==> config.mk <==
export PLATFORM = sky130hd
export DESIGN_NAME = dash_render
export DESIGN_NICKNAME = d
export VERILOG_FILES = /design/src/rtl/dash_pkg.sv /design/src/rtl/dash_cell_cnt.sv /design/src/rtl/dash_render.sv
export SDC_FILE = /design/constraint.sdc
export NUM_CORES = 1
export LEC_CHECK = 0
export CAP_MARGIN = 20
export CORE_AREA = 10 10 108 110
export CTS_BUF_LIST = sky130_fd_sc_hd__clkbuf_4 sky130_fd_sc_hd__clkbuf_8 sky130_fd_sc_hd__clkbuf_16
export DETAILED_ROUTE_END_ITERATION = 8
export DIE_AREA = 0 0 118 120
export PLACE_DENSITY = 0.95
export REMOVE_ABC_BUFFERS = 1
export SYNTH_ARGS = -nofsm -noshare
export SYNTH_HDL_FRONTEND = slang
export SYNTH_SLANG_ARGS = --single-unit
==> constraint.sdc <==
create_clock -name clk -period 4.4 [get_ports clk]
set_input_delay 1.1 -clock clk [delete_from_list [all_inputs] [get_ports clk]]
set_output_delay 1.1 -clock clk [all_outputs]
set_load 0.01 [all_outputs]
==> src/rtl/dash_pkg.sv <==
// rtl/dash_pkg.sv - shared defaults, colour constants and types for dash_render
package dash_pkg;
   localparam int DEF_CELL   = 24;
   localparam int DEF_GRID_W = 2;
   localparam int DEF_COLS   = 32;
   localparam int DEF_ROWS   = 6;
   localparam int PIPE_DEPTH = 3;

   localparam logic [4:0] R_ON = 5'd31;
   localparam logic [5:0] G_ON = 6'd63;
   localparam logic [4:0] B_ON = 5'd31;

   typedef struct packed {
      logic de;
      logic hsync;
      logic vsync;
   } sync_t;

   // Column c shows register bit 31-c; the lowest bit of each byte is marked.
   function automatic logic is_byte_tail(input int col);
      return ((31 - col) % 8) == 0;
   endfunction
endpackage

==> src/rtl/dash_cell_cnt.sv <==
// rtl/dash_cell_cnt.sv - offset-within-cell / cell-index counter pair
module dash_cell_cnt
   import dash_pkg::*;
#(
   parameter int CELL = DEF_CELL,
   parameter int MAX  = DEF_COLS,
   localparam int OW  = $clog2(CELL),
   localparam int IW  = $clog2(MAX + 1)
) (
   input  logic          clk_i,
   input  logic          rst_i,
   input  logic          clr_i,
   input  logic          adv_i,
   output logic [OW-1:0] off_o,
   output logic [IW-1:0] idx_o
);
   logic [OW-1:0] off_q, off_d, off_cur;
   logic [IW-1:0] idx_q, idx_d, idx_cur;

   // clr_i takes effect in the same cycle so the outputs describe the current pixel
   always_comb begin
      off_cur = clr_i ? '0 : off_q;
      idx_cur = clr_i ? '0 : idx_q;
      off_d   = off_cur;
      idx_d   = idx_cur;
      if (adv_i) begin
         if (off_cur == OW'(CELL - 1)) begin
            off_d = '0;
            if (idx_cur != IW'(MAX)) idx_d = idx_cur + 1'b1;
         end else begin
            off_d = off_cur + 1'b1;
         end
      end
   end

   always_ff @(posedge clk_i) begin
      if (rst_i) begin
         off_q <= '0;
         idx_q <= '0;
      end else begin
         off_q <= off_d;
         idx_q <= idx_d;
      end
   end

   assign off_o = off_cur;
   assign idx_o = idx_cur;
endmodule

==> src/rtl/dash_render.sv <==
// rtl/dash_render.sv - register-bitmap dashboard overlay, 3-stage pipeline; DASH_SNAPSHOT_EN latches regs per frame
module dash_render
   import dash_pkg::*;
#(
   parameter int CELL   = DEF_CELL,
   parameter int GRID_W = DEF_GRID_W,
   parameter int COLS   = DEF_COLS,
   parameter int ROWS   = DEF_ROWS
) (
   input  logic               clk,
   input  logic               rst,
   input  logic               de,
   input  logic               hsync,
   input  logic               vsync,
   input  logic [ROWS*32-1:0] regs,
   output logic               lcd_de,
   output logic               lcd_hsync,
   output logic               lcd_vsync,
   output logic [4:0]         lcd_r,
   output logic [5:0]         lcd_g,
   output logic [4:0]         lcd_b
);
   localparam int OW = $clog2(CELL);
   localparam int CW = $clog2(COLS + 1);
   localparam int RW = $clog2(ROWS + 1);

   logic               de_q, armed_q, rise, fall;
   logic [OW-1:0]      x_off, y_off;
   logic [CW-1:0]      col;
   logic [RW-1:0]      row;
   logic [ROWS*32-1:0] src;

   // armed_q blocks a line already in progress when reset was released
   assign rise = de & ~de_q;
   assign fall = de_q & ~de & armed_q;

   always_ff @(posedge clk) begin
      if (rst) begin
         de_q    <= 1'b0;
         armed_q <= 1'b0;
      end else begin
         de_q    <= de;
         armed_q <= armed_q | ~de;
      end
   end

   dash_cell_cnt #(.CELL(CELL), .MAX(COLS)) u_x_cnt (
      .clk_i(clk), .rst_i(rst), .clr_i(rise), .adv_i(de), .off_o(x_off), .idx_o(col)
   );

   dash_cell_cnt #(.CELL(CELL), .MAX(ROWS)) u_y_cnt (
      .clk_i(clk), .rst_i(rst), .clr_i(vsync), .adv_i(fall & ~vsync), .off_o(y_off), .idx_o(row)
   );

`ifdef DASH_SNAPSHOT_EN
   logic               vs_q;
   logic [ROWS*32-1:0] snap_q;

   always_ff @(posedge clk) begin
      if (rst) begin
         vs_q   <= 1'b0;
         snap_q <= '0;
      end else begin
         vs_q <= vsync;
         if (vsync & ~vs_q) snap_q <= regs;
      end
   end
   assign src = snap_q;
`else
   assign src = regs;
`endif

   sync_t         sync_q [PIPE_DEPTH];
   logic          s1_px_q;
   logic [OW-1:0] s1_x_q, s1_y_q;
   logic [CW-1:0] s1_col_q;
   logic [RW-1:0] s1_row_q;
   logic          s2_on_d, s2_bit_d, s2_tail_d, s2_on_q, s2_bit_q, s2_tail_q;
   logic [31:0]   word;
   logic [4:0]    r_d, r_q, b_d, b_q;
   logic [5:0]    g_d, g_q;

   always_comb begin
      word      = '0;
      s2_bit_d  = 1'b0;
      s2_tail_d = 1'b0;
      for (int r = 0; r < ROWS; r++)
         if (s1_row_q == RW'(r)) word = 32'(src >> (32 * r));
      for (int c = 0; c < COLS; c++)
         if (s1_col_q == CW'(c)) begin
            s2_bit_d  = |(word & (32'h8000_0000 >> c));
            s2_tail_d = is_byte_tail(c);
         end
      s2_on_d = s1_px_q && (s1_col_q < CW'(COLS)) && (s1_row_q < RW'(ROWS)) &&
                !((s1_x_q < OW'(GRID_W)) || (s1_y_q < OW'(GRID_W)));
   end

   always_comb begin
      r_d = '0;
      g_d = '0;
      b_d = '0;
      if (s2_on_q) begin
         r_d = s2_bit_q ? R_ON : '0;
         g_d = s2_tail_q ? '0 : G_ON;
         b_d = B_ON;
      end
   end

   always_ff @(posedge clk) begin
      if (rst) begin
         for (int i = 0; i < PIPE_DEPTH; i++) sync_q[i] <= '0;
         s1_px_q   <= 1'b0;
         s1_x_q    <= '0;
         s1_y_q    <= '0;
         s1_col_q  <= '0;
         s1_row_q  <= '0;
         s2_on_q   <= 1'b0;
         s2_bit_q  <= 1'b0;
         s2_tail_q <= 1'b0;
         r_q       <= '0;
         g_q       <= '0;
         b_q       <= '0;
      end else begin
         sync_q[0] <= '{de: de, hsync: hsync, vsync: vsync};
         for (int i = 1; i < PIPE_DEPTH; i++) sync_q[i] <= sync_q[i-1];
         s1_px_q   <= de & armed_q;
         s1_x_q    <= x_off;
         s1_y_q    <= y_off;
         s1_col_q  <= col;
         s1_row_q  <= row;
         s2_on_q   <= s2_on_d;
         s2_bit_q  <= s2_bit_d;
         s2_tail_q <= s2_tail_d;
         r_q       <= r_d;
         g_q       <= g_d;
         b_q       <= b_d;
      end
   end

   assign lcd_de    = sync_q[PIPE_DEPTH-1].de;
   assign lcd_hsync = sync_q[PIPE_DEPTH-1].hsync;
   assign lcd_vsync = sync_q[PIPE_DEPTH-1].vsync;
   assign lcd_r     = r_q;
   assign lcd_g     = g_q;
   assign lcd_b     = b_q;
endmodule

==> results of run 1 <==
==> final timing paths <==
kind | startpoint | endpoint | slack, ns | cells after the start
worst max-delay path | de | u_x_cnt.idx_q[5]$_SDFF_PP0_ | 0.79 | 10
worst min-delay path | s2_tail_q$_SDFF_PP0_ | lcd_g[4]$_SDFF_PP0_ | 0.39 | 1
worst max register to register | s1_row_q[2]$_SDFF_PP0_ | s2_bit_q$_SDFF_PP0_ | 1.35 | 7
worst min register to register | s2_tail_q$_SDFF_PP0_ | lcd_g[4]$_SDFF_PP0_ | 0.39 | 1
==> synthesized netlist by cell type (all sizes together), types with 5 or more instances <==
| cell | count | share of area |
|---|---|---|
| ha | 6 | 0.019 |
| a21oi | 24 | 0.030 |
| o22ai | 22 | 0.034 |
| mux2 | 15 | 0.042 |
| o21ai | 27 | 0.033 |
| nor3 | 10 | 0.012 |
| nor3b | 5 | 0.0093 |
| buf | 36 | 0.058 |
| a211oi | 6 | 0.011 |
| nor2 | 48 | 0.045 |
| nor2b | 17 | 0.026 |
| clkbuf | 11 | 0.010 |
| mux2i | 38 | 0.094 |
| mux4 | 5 | 0.028 |
| nand4 | 6 | 0.0093 |
| o211ai | 8 | 0.015 |
| and2 | 16 | 0.025 |
| nand3 | 7 | 0.0087 |
| o221ai | 6 | 0.013 |
| inv | 15 | 0.014 |
| nand2b | 13 | 0.020 |
| o2bb2ai | 6 | 0.013 |
| a31oi | 6 | 0.0093 |
| nand2 | 33 | 0.031 |
| dfxtp | 53 | 0.26 |
==> state kept, by name (all words and copies together), names as in the netlist <==
name,cells
armed_q,1
lcd_b,1
lcd_g,1
lcd_r,1
s1_col_q,6
s1_px_q,1
s1_row_q,3
s1_x_q,4
s1_y_q,4
s2_bit_q,1
s2_on_q,1
s2_tail_q,1
sync_q,9
u_x_cnt.idx_q,6
u_x_cnt.off_q,5
u_y_cnt.idx_q,3
u_y_cnt.off_q,5
==> through the flow <==
stage | area (µm²) | setup WS, ns | instances | utilization | total power, mW
after floorplan | 3760 | 0.0275 | 447 | - | 0.549
after global placement | 6120 | 0.775 | 800 | 0.641 | 0.744
after detailed placement | 6120 | 0.557 | 800 | 0.641 | 0.750
after CTS | 6240 | 0.894 | 808 | 0.653 | 1.08
after global routing | 6240 | 0.660 | 809 | 0.654 | 1.11
final | 6240 | 0.793 | 809 | 0.654 | 1.07
==> logic make-up (layout without fill, tap and decap cells) <==
family,Yosys count,after routing
DFF,53,53
and+or+nand+nor,177,177
muxes,58,58
adders and majority gates,6,6
buffers and inverters,62,243
other,0,1
xor gates and xnor gates,5,5
AOI/OAI and AO/OA,133,133
==> area by class of cell <==
class / instances / share of cell area
Multi-Input combinational cell: 379 / 0.424
Timing Repair Buffer: 220 / 0.351
Sequential cell: 53 / 0.171
Tap cell: 133 / 0.0267
Clock buffer: 6 / 0.0122
Inverter: 15 / 0.00902
Clock inverter: 2 / 0.00621
Antenna cell: 1 / 0.000401
==> critical path, delay by kind of cell <==
kind / cells / cell delay [ns]
fa+ha+maj: 1 / 0.23
xor+xnor: 1 / 0.17
buf+inv: 1 / 0.64
simple gates: 7 / 1.65
==> where the power goes <==
part | switching, mW | internal [mW]
Clock | 0.154 | 0.177
Sequential | 0.00288 | 0.485
Combinational | 0.0661 | 0.186
Total | 0.223 | 0.848
==> layer usage <==
layer | routed length (µm) | track usage
met5 | 0 | 0
met3 | 1090 | 0.0413
met2 | 8680 | 0.419
met4 | 365 | 0.0595
met1 | 6330 | 0.246
==> flow_metrics.py, run 1 <==
metrics = {
    "final_layout": {
        "num-fill-cells": 766,
        "fin_nets": 877,
        "multi_input_area_um2": 2650,
        "syn2layout_area_growth_pct": 54.5,
        "ff_latch_area_um2": 1070,
        "layout_commonest_cell": "clkdlybuf4s50_1",
        "drive_gt1_frac": 0.0593,
        "layout_common_cells": "clkdlybuf4s50_1 (215), dfxtp_1 (51), nor2_1 (48)",
    },
    "critical_path": {
        "cpPeakStageDelay_ns": 0.64,
        "path_cells": "clkdlybuf4s50_1, nand2b_1, and2_1, ha_1, nand4b_1, nor3_1, nand4_1, nor2_1, xor2_1, nor2_1",
        "critPathLaunchType": "primary input",
        "crit_top_cell": "nor2_1",
        "critPathMaxFanout": 12,
        "cp_slowest_cell": "clkdlybuf4s50_1",
        "worstPathRequired_ns": 4.59,
        "cp-end-kind": "flop",
        "cp.arrival_ns": 3.80,
        "setup.worst_path.class": "primary input to flop",
    },
    "power": {
        "p_leak_nw": 2.16,
        "ir_drop_uv": 158,
        "powerDensity_nw_per_um2": 172,
    },
    "clocking": {
        "tritoncts": "built",
        "clockRootBuffer": "clkbuf_8",
        "h-tree-depth": 2,
        "cts.sinks": 53,
        "numCtsBuffers": 5,
        "clockBufferDepth": 2,
        "clk_pin_slew_ns": 0.09,
        "cts_resized": 0,
        "post_cts_buffers": 0,
        "hold_buffers": 0,
        "clkLatencyLatePin_ns": 0.31,
    },
    "timing": {
        "fmax_mhz": 277,
        "period_needed_ns": 3.61,
        "finalMaxSlewViolations": 0,
        "rsz0062_at_grt": "false",
        "fin_worst_skew_ns": 0.00378,
        "setup_violations": 0,
        "hold_violations": 0,
        "post-route-period-util": 0.820,
        "slew_headroom": 0.397,
        "whs_ns": 0.390,
        "tns_ns": 0,
        "worst_pin_slew_ns": 0.903,
    },
    "die": {
        "fp-row-count": 36,
        "initial_core_util": 0.423,
        "die_area_um2": 14200,
        "num_io_pins": 216,
        "die_width_um": 118,
        "core_area_um2": 9550,
        "die_h_um": 120,
    },
    "logic_synthesis": {
        "yosys.area_share.simple": 0.241,
        "avgSynthCellArea_um2": 8.18,
        "synthAdderAreaFrac": 0.0186,
        "syn_inst": 494,
        "ys_async_sr_fraction": 0,
        "synth_top_flop_cell": "dfxtp_1",
        "ys_seq_elements": 53,
        "synth_cell_types": 59,
        "ys_seq_area_frac": 0.263,
        "synth_top_family_by_area": "simple AND/OR/NAND/NOR gates",
        "synth_compound_area_frac": 0.221,
        "synth_edf_count": 0,
        "synthMuxAreaShare": 0.164,
        "netlist_area_um2": 4040,
        "yosys.area_share.xor_xnor": 0.0108,
        "yosysWarnings": 0,
    },
    "global_route": {
        "grt_overflow": 0,
        "grt_first_pass_wirelength_mm": 25.5,
        "antenna_found_initial": 1,
        "grt_max_degree": 57,
        "grt_use_total": 0.221,
        "first_global_vias": 4673,
    },
    "place": {
        "place_congestion": 0.899,
        "place_hpwl_mm": 13.5,
        "io_buffers": 215,
    },
    "detailed_routing": {
        "drt.antenna.violating_nets": 0,
        "drt_iter0_markers": 379,
        "routedWlPerCell_um": 20.4,
        "drc_errors": 0,
        "vias": 4520,
        "via_per_inst": 5.59,
        "routed_wl_mm": 16.5,
        "firstDrtPassIters": 5,
    },
    "run_status": {
        "status": "complete, no violations",
    },
    "run": {
        "drv_cap": 0,
    },
    "min_path": {
        "min_path_type": "flop to flop",
    },
}
(Power assumes the default switching activity.)
==> inputs of run 2 (changes only) <==
- CORE_AREA: 10 10 108 110 -> 10 10 112 114
- DIE_AREA: 0 0 118 120 -> 0 0 122 124
- PLACE_DENSITY: 0.95 -> 0.91
- clock period: 4.4 -> 3.4 ns (I/O delays scaled with it)
==> flow_metrics.py, run 2 (same netlist as run 1, synthesis figures left out) <==
metrics = {
    "place": {
        "dp.cells": 812,
        "place_hpwl_mm": 14.2,
        "io_buffers": 215,
        "place_congestion": 0.972,
    },
    "die": {
        "die_area_um2": 15100,
        "core_area_um2": 10200,
        "fp-row-count": 37,
        "initial_core_util": 0.395,
        "num_io_pins": 216,
        "die_width_um": 122,
        "die_h_um": 124,
    },
    "critical_path": {
        "worstPathRequired_ns": 3.60,
        "setup.worst_path.class": "primary input to flop",
        "cp-end-kind": "flop",
        "critPathLaunchType": "primary input",
        "critPathMaxFanout": 8,
        "cp.arrival_ns": 3.06,
    },
    "timing": {
        "fin_worst_skew_ns": 0.00516,
        "slew_headroom": 0.465,
        "period_needed_ns": 2.86,
        "finalMaxSlewViolations": 0,
        "fmax_mhz": 349,
        "setup_violations": 0,
        "post-route-period-util": 0.842,
        "rsz0062_at_grt": "false",
        "hold_violations": 0,
        "whs_ns": 0.394,
        "worst_pin_slew_ns": 0.791,
    },
    "power": {
        "p_leak_nw": 2.21,
        "ir_drop_uv": 175,
        "powerDensity_nw_per_um2": 221,
    },
    "clocking": {
        "numCtsBuffers": 5,
        "cts_resized": 0,
        "h-tree-depth": 2,
        "clockBufferDepth": 2,
        "cts.sinks": 53,
        "post_cts_buffers": 0,
        "clkLatencyLatePin_ns": 0.30,
        "clockRootBuffer": "clkbuf_8",
        "clk_pin_slew_ns": 0.09,
        "tritoncts": "built",
        "hold_buffers": 0,
    },
    "final_layout": {
        "layout.cells.non_filler": 820,
        "fin_nets": 886,
        "top_register": "sync_q",
        "layout_commonest_cell": "clkdlybuf4s50_1",
        "drive_gt1_frac": 0.0716,
        "layout_common_cells": "clkdlybuf4s50_1 (215), dfxtp_1 (51), nor2_1 (48)",
        "syn2layout_area_growth_pct": 56.6,
        "num-fill-cells": 874,
        "largest_reg_flops": 9,
        "diodes": 0,
        "reg.largest.list": "sync_q (9), s1_col_q (6), u_x_cnt.idx_q (6)",
    },
    "global_route": {
        "grt_use_total": 0.216,
        "first_global_vias": 4576,
        "grt_overflow": 0,
        "grt_max_degree": 31,
        "grt_first_pass_wirelength_mm": 26.0,
        "antenna_found_initial": 0,
    },
    "min_path": {
        "min_path_type": "flop to flop",
    },
    "run": {
        "drv_cap": 0,
    },
    "detailed_routing": {
        "routedWlPerCell_um": 21.0,
        "vias": 4558,
        "firstDrtPassIters": 5,
        "drt_iter0_markers": 392,
        "drt.antenna.violating_nets": 0,
        "via_per_inst": 5.56,
        "routed_wl_mm": 17.2,
        "drc_errors": 0,
    },
    "run_status": {
        "status": "complete, no violations",
    },
}
-- run 2: changes by cell type in the layout (fill, tap and decap cells not counted) --
cell,change
buf_12,+1
buf_4,+8
clkbuf_8,+1
clkinv_4,-1
diode_2,-1
-- run 2: cell type report --
type / count / area (µm²) / share of cell area
clock buffers: 7 / 90.1 / 0.0142
clock inverters: 1 / 30.0 / 0.00474
inverters: 15 / 56.3 / 0.00890
multi-input cells: 379 / 2650 / 0.418
flip-flops and latches: 53 / 1070 / 0.168
well taps: 136 / 170 / 0.0269
repair buffers: 229 / 2270 / 0.359
-- run 2: power by group --
part	internal [mW]	switching [mW]	leakage [nW]
registers	0.627	0.00388	0.431
logic	0.243	0.0852	1.72
clock network	0.248	0.194	0.0619
-- run 2: metrics by stage --
stage / setup TNS [ns] / worst slack [ns] / area [µm²] / power [mW] / util
2_1_floorplan: -0.972 / -0.972 / 3760 / 0.711 / -
4_1_cts: 0 / 0.555 / 6330 / 1.41 / 0.619
6_report: 0 / 0.538 / 6330 / 1.40 / 0.619
3_3_place_gp: 0 / 0.399 / 6210 / 0.967 / 0.607
3_5_place_dp: 0 / 0.270 / 6210 / 0.971 / 0.607
5_1_grt: 0 / 0.384 / 6330 / 1.45 / 0.619
-- run 2: layer usage --
layer	vias up	GRT usage	share of wire
met5	-	0	0
met3	27	0.0480	0.082
li1	2194	-	-
met2	201	0.416	0.53
met1	2136	0.232	0.37
met4	0	0.0507	0.019
-- run 2: path summary, 6_finish.rpt --
kind | startpoint | end | slack [ns] | depth (start not counted)
setup reg to reg | s1_row_q[0]$_SDFF_PP0_ | s2_bit_q$_SDFF_PP0_ | 0.73 | 8
hold reg to reg | s2_tail_q$_SDFF_PP0_ | lcd_g[4]$_SDFF_PP0_ | 0.39 | 1
setup / recovery | de | u_x_cnt.idx_q[5]$_SDFF_PP0_ | 0.54 | 11
hold / removal | s2_tail_q$_SDFF_PP0_ | lcd_g[4]$_SDFF_PP0_ | 0.39 | 1
-- run 2: worst max-delay path, stage by stage --
cell and delay (ns):
clkdlybuf4s50_1 0.50, nand2b_1 0.29, and2_1 0.18, ha_1 0.22
nand4b_1 0.14, nor3_1 0.19, buf_4 0.18, nand4_1 0.13
nor2_1 0.16, xor2_1 0.16, nor2_1 0.05
==> inputs of run 3 (changes only) <==
- CORE_AREA: 10 10 112 114 -> 10 10 117 119
- DIE_AREA: 0 0 122 124 -> 0 0 127 129
- PLACE_DENSITY: 0.91 -> 0.88
- clock period: 3.4 -> 2.31 ns (I/O delays scaled with it)
==> flow_metrics.py, run 3 (same netlist as run 1, synthesis figures left out) <==
metrics = {
    "run_status": {
        "status": "finished with violations",
        "failed_checks": "negative setup slack",
    },
    "timing": {
        "period_needed_ns": 2.34,
        "fin_worst_skew_ns": 0.00353,
        "slew_headroom": 0.587,
        "hold_violations": 0,
        "rsz0062_at_grt": "true",
        "finalMaxSlewViolations": 0,
        "setup_violations": 1,
        "worst_pin_slew_ns": 0.611,
        "fin_ws_ns": -0.0252,
        "fmax_mhz": 428,
        "tns_ns": -0.0252,
        "whs_ns": 0.431,
        "post-route-period-util": 1.01,
    },
    "power": {
        "switchingPower_mw": 0.457,
        "seq_power_share": 0.422,
        "power.total_mw": 2.21,
        "p_int_mw": 1.75,
        "ir_drop_uv": 401,
        "pwr-share-comb": 0.226,
        "clockPowerShare": 0.353,
        "p_sw_frac": 0.207,
        "p_leak_nw": 2.40,
        "powerDensity_nw_per_um2": 330,
    },
    "global_route": {
        "first_global_vias": 4769,
        "grt_use_total": 0.197,
        "grt_max_degree": 52,
        "grt_overflow": 0,
        "antenna_found_initial": 2,
        "grt_first_pass_wirelength_mm": 25.9,
    },
    "critical_path": {
        "critPathMaxFanout": 1,
        "r2r-end": "s2_bit_q$_SDFF_PP0_",
        "crit_top_cell": "o2bb2ai_1",
        "path_cells": "clkdlybuf4s50_1, mux4_2, o2bb2ai_1, a21oi_1, o22ai_1, nor4_1, nand4_1, o2bb2ai_1",
        "cp-endpoint": "s2_bit_q$_SDFF_PP0_",
        "reg2reg_depth": 9,
        "path_delay_family": "compound AO/OA/AOI/OAI gates",
        "cp_slowest_cell": "mux4_2",
        "crit_buf_inv": 1,
        "r2r_slack_ns": 0.07,
        "critPathLaunchType": "primary input",
        "rr_startpoint": "s1_row_q[0]$_SDFF_PP0_",
        "cp-end-kind": "flop",
        "cp.arrival_ns": 2.50,
        "setup.worst_path.class": "primary input to flop",
        "cpPeakStageDelay_ns": 0.49,
        "cp-startpoint": "regs[104]",
        "cp.depth": 8,
        "worstPathRequired_ns": 2.47,
    },
    "place": {
        "place_hpwl_mm": 14.3,
        "io_buffers": 215,
        "place_congestion": 0.936,
    },
    "die": {
        "die_area_um2": 16400,
        "core_area_um2": 11300,
        "die_h_um": 129,
        "die_width_um": 127,
        "initial_core_util": 0.357,
        "fp-row-count": 39,
        "num_io_pins": 216,
    },
    "final_layout": {
        "reg.largest.list": "sync_q (9), s1_col_q (6), u_x_cnt.idx_q (6)",
        "largest_reg_flops": 9,
        "layout_common_cells": "clkdlybuf4s50_1 (215), dfxtp_1 (51), nor2_1 (48)",
        "fin_nets": 916,
        "top_register": "sync_q",
        "syn2layout_area_growth_pct": 65.7,
        "drive_gt1_frac": 0.119,
        "utilization": 0.591,
        "layout_commonest_cell": "clkdlybuf4s50_1",
    },
    "clocking": {
        "clk_pin_slew_ns": 0.07,
        "clockRootBuffer": "clkbuf_16",
        "cts.sinks": 53,
        "numCtsBuffers": 5,
        "clkLatencyLatePin_ns": 0.29,
        "clockBufferDepth": 2,
        "h-tree-depth": 2,
        "hold_buffers": 0,
        "tritoncts": "built",
    },
    "detailed_routing": {
        "drt_iter0_markers": 307,
        "routedWlPerCell_um": 20.3,
        "firstDrtPassIters": 5,
        "via_per_inst": 5.44,
        "drt.antenna.violating_nets": 0,
        "routed_wl_mm": 17.4,
        "vias": 4676,
        "drc_errors": 0,
    },
    "min_path": {
        "min_path_type": "flop to flop",
        "min_from": "s1_px_q$_SDFF_PP0_",
    },
    "run": {
        "drv_cap": 0,
    },
}
[run 3: cell types whose count changed in the layout (fill, tap and decap cells not counted), moves of 2 or more]
cell,delta
clkbuf_16,+5
diode_2,+2
buf_12,+4
clkbuf_8,-4
buf_4,+26
[run 3: layout make-up]
type                    count  area [µm²]
fillers                   948        4630
multi-input cells         379        2680
repair buffers            259        2540
flip-flops and latches     53        1070
well taps                 143         179
clock buffers               7         153
inverters                  15        56.3
clock inverters             1        5.00
diodes                      2        5.00
[run 3: worst min path at each step]
stage                               end  slack [ns]  cells past startpoint
floorplan           lcd_g[4]$_SDFF_PP0_        0.37                      1
detailed placement   s2_on_q$_SDFF_PP0_        0.41                      2
global placement     s2_on_q$_SDFF_PP0_        0.41                      2
global route         s2_on_q$_SDFF_PP0_        0.46                      2
CTS                  s2_on_q$_SDFF_PP0_        0.43                      2
finish               s2_on_q$_SDFF_PP0_        0.43                      2
[run 3: tightest hold or removal path, delay by kind of cell, from the launching register on]
kind | cells | cell delay [ns]
simple gates | 2 | 0.09
flops | 1 | 0.30
[run 3: metal layers]
layer / GRT usage / share of wire / up-vias
li1: - / - / 2254
met1: 0.214 / 0.37 / 2176
met2: 0.372 / 0.53 / 214
met3: 0.0452 / 0.077 / 32
met4: 0.0556 / 0.019 / 0
met5: 0 / 0 / -
[run 3: stage by stage]
step | cell area [µm²] | setup WS [ns] | std cells
after floorplan | 3760 | -2.06 | 447
after global placement | 6440 | -0.238 | 844
after detailed placement | 6440 | -0.291 | 844
after CTS | 6650 | 0.0243 | 857
after global routing | 6690 | -0.0668 | 858
final | 6690 | -0.0252 | 859
[run 3: power by group through the flow]
stage / logic, mW / registers (mW) / clock network, mW
after global placement: 0.485 / 0.951 / 0
after CTS: 0.496 / 0.930 / 0.789
final: 0.498 / 0.931 / 0.778
after floorplan: 0.0955 / 0.951 / 0
after global routing: 0.527 / 0.931 / 0.832
after detailed placement: 0.493 / 0.951 / 0
[run 3: what timing repair did]
item                                    CTS  global route
pin swaps                                 0             2
endpoints found under the setup margin    1             5
hold endpoints to repair                  0             0
buffers inserted                          5             0
resized for setup                         2             7
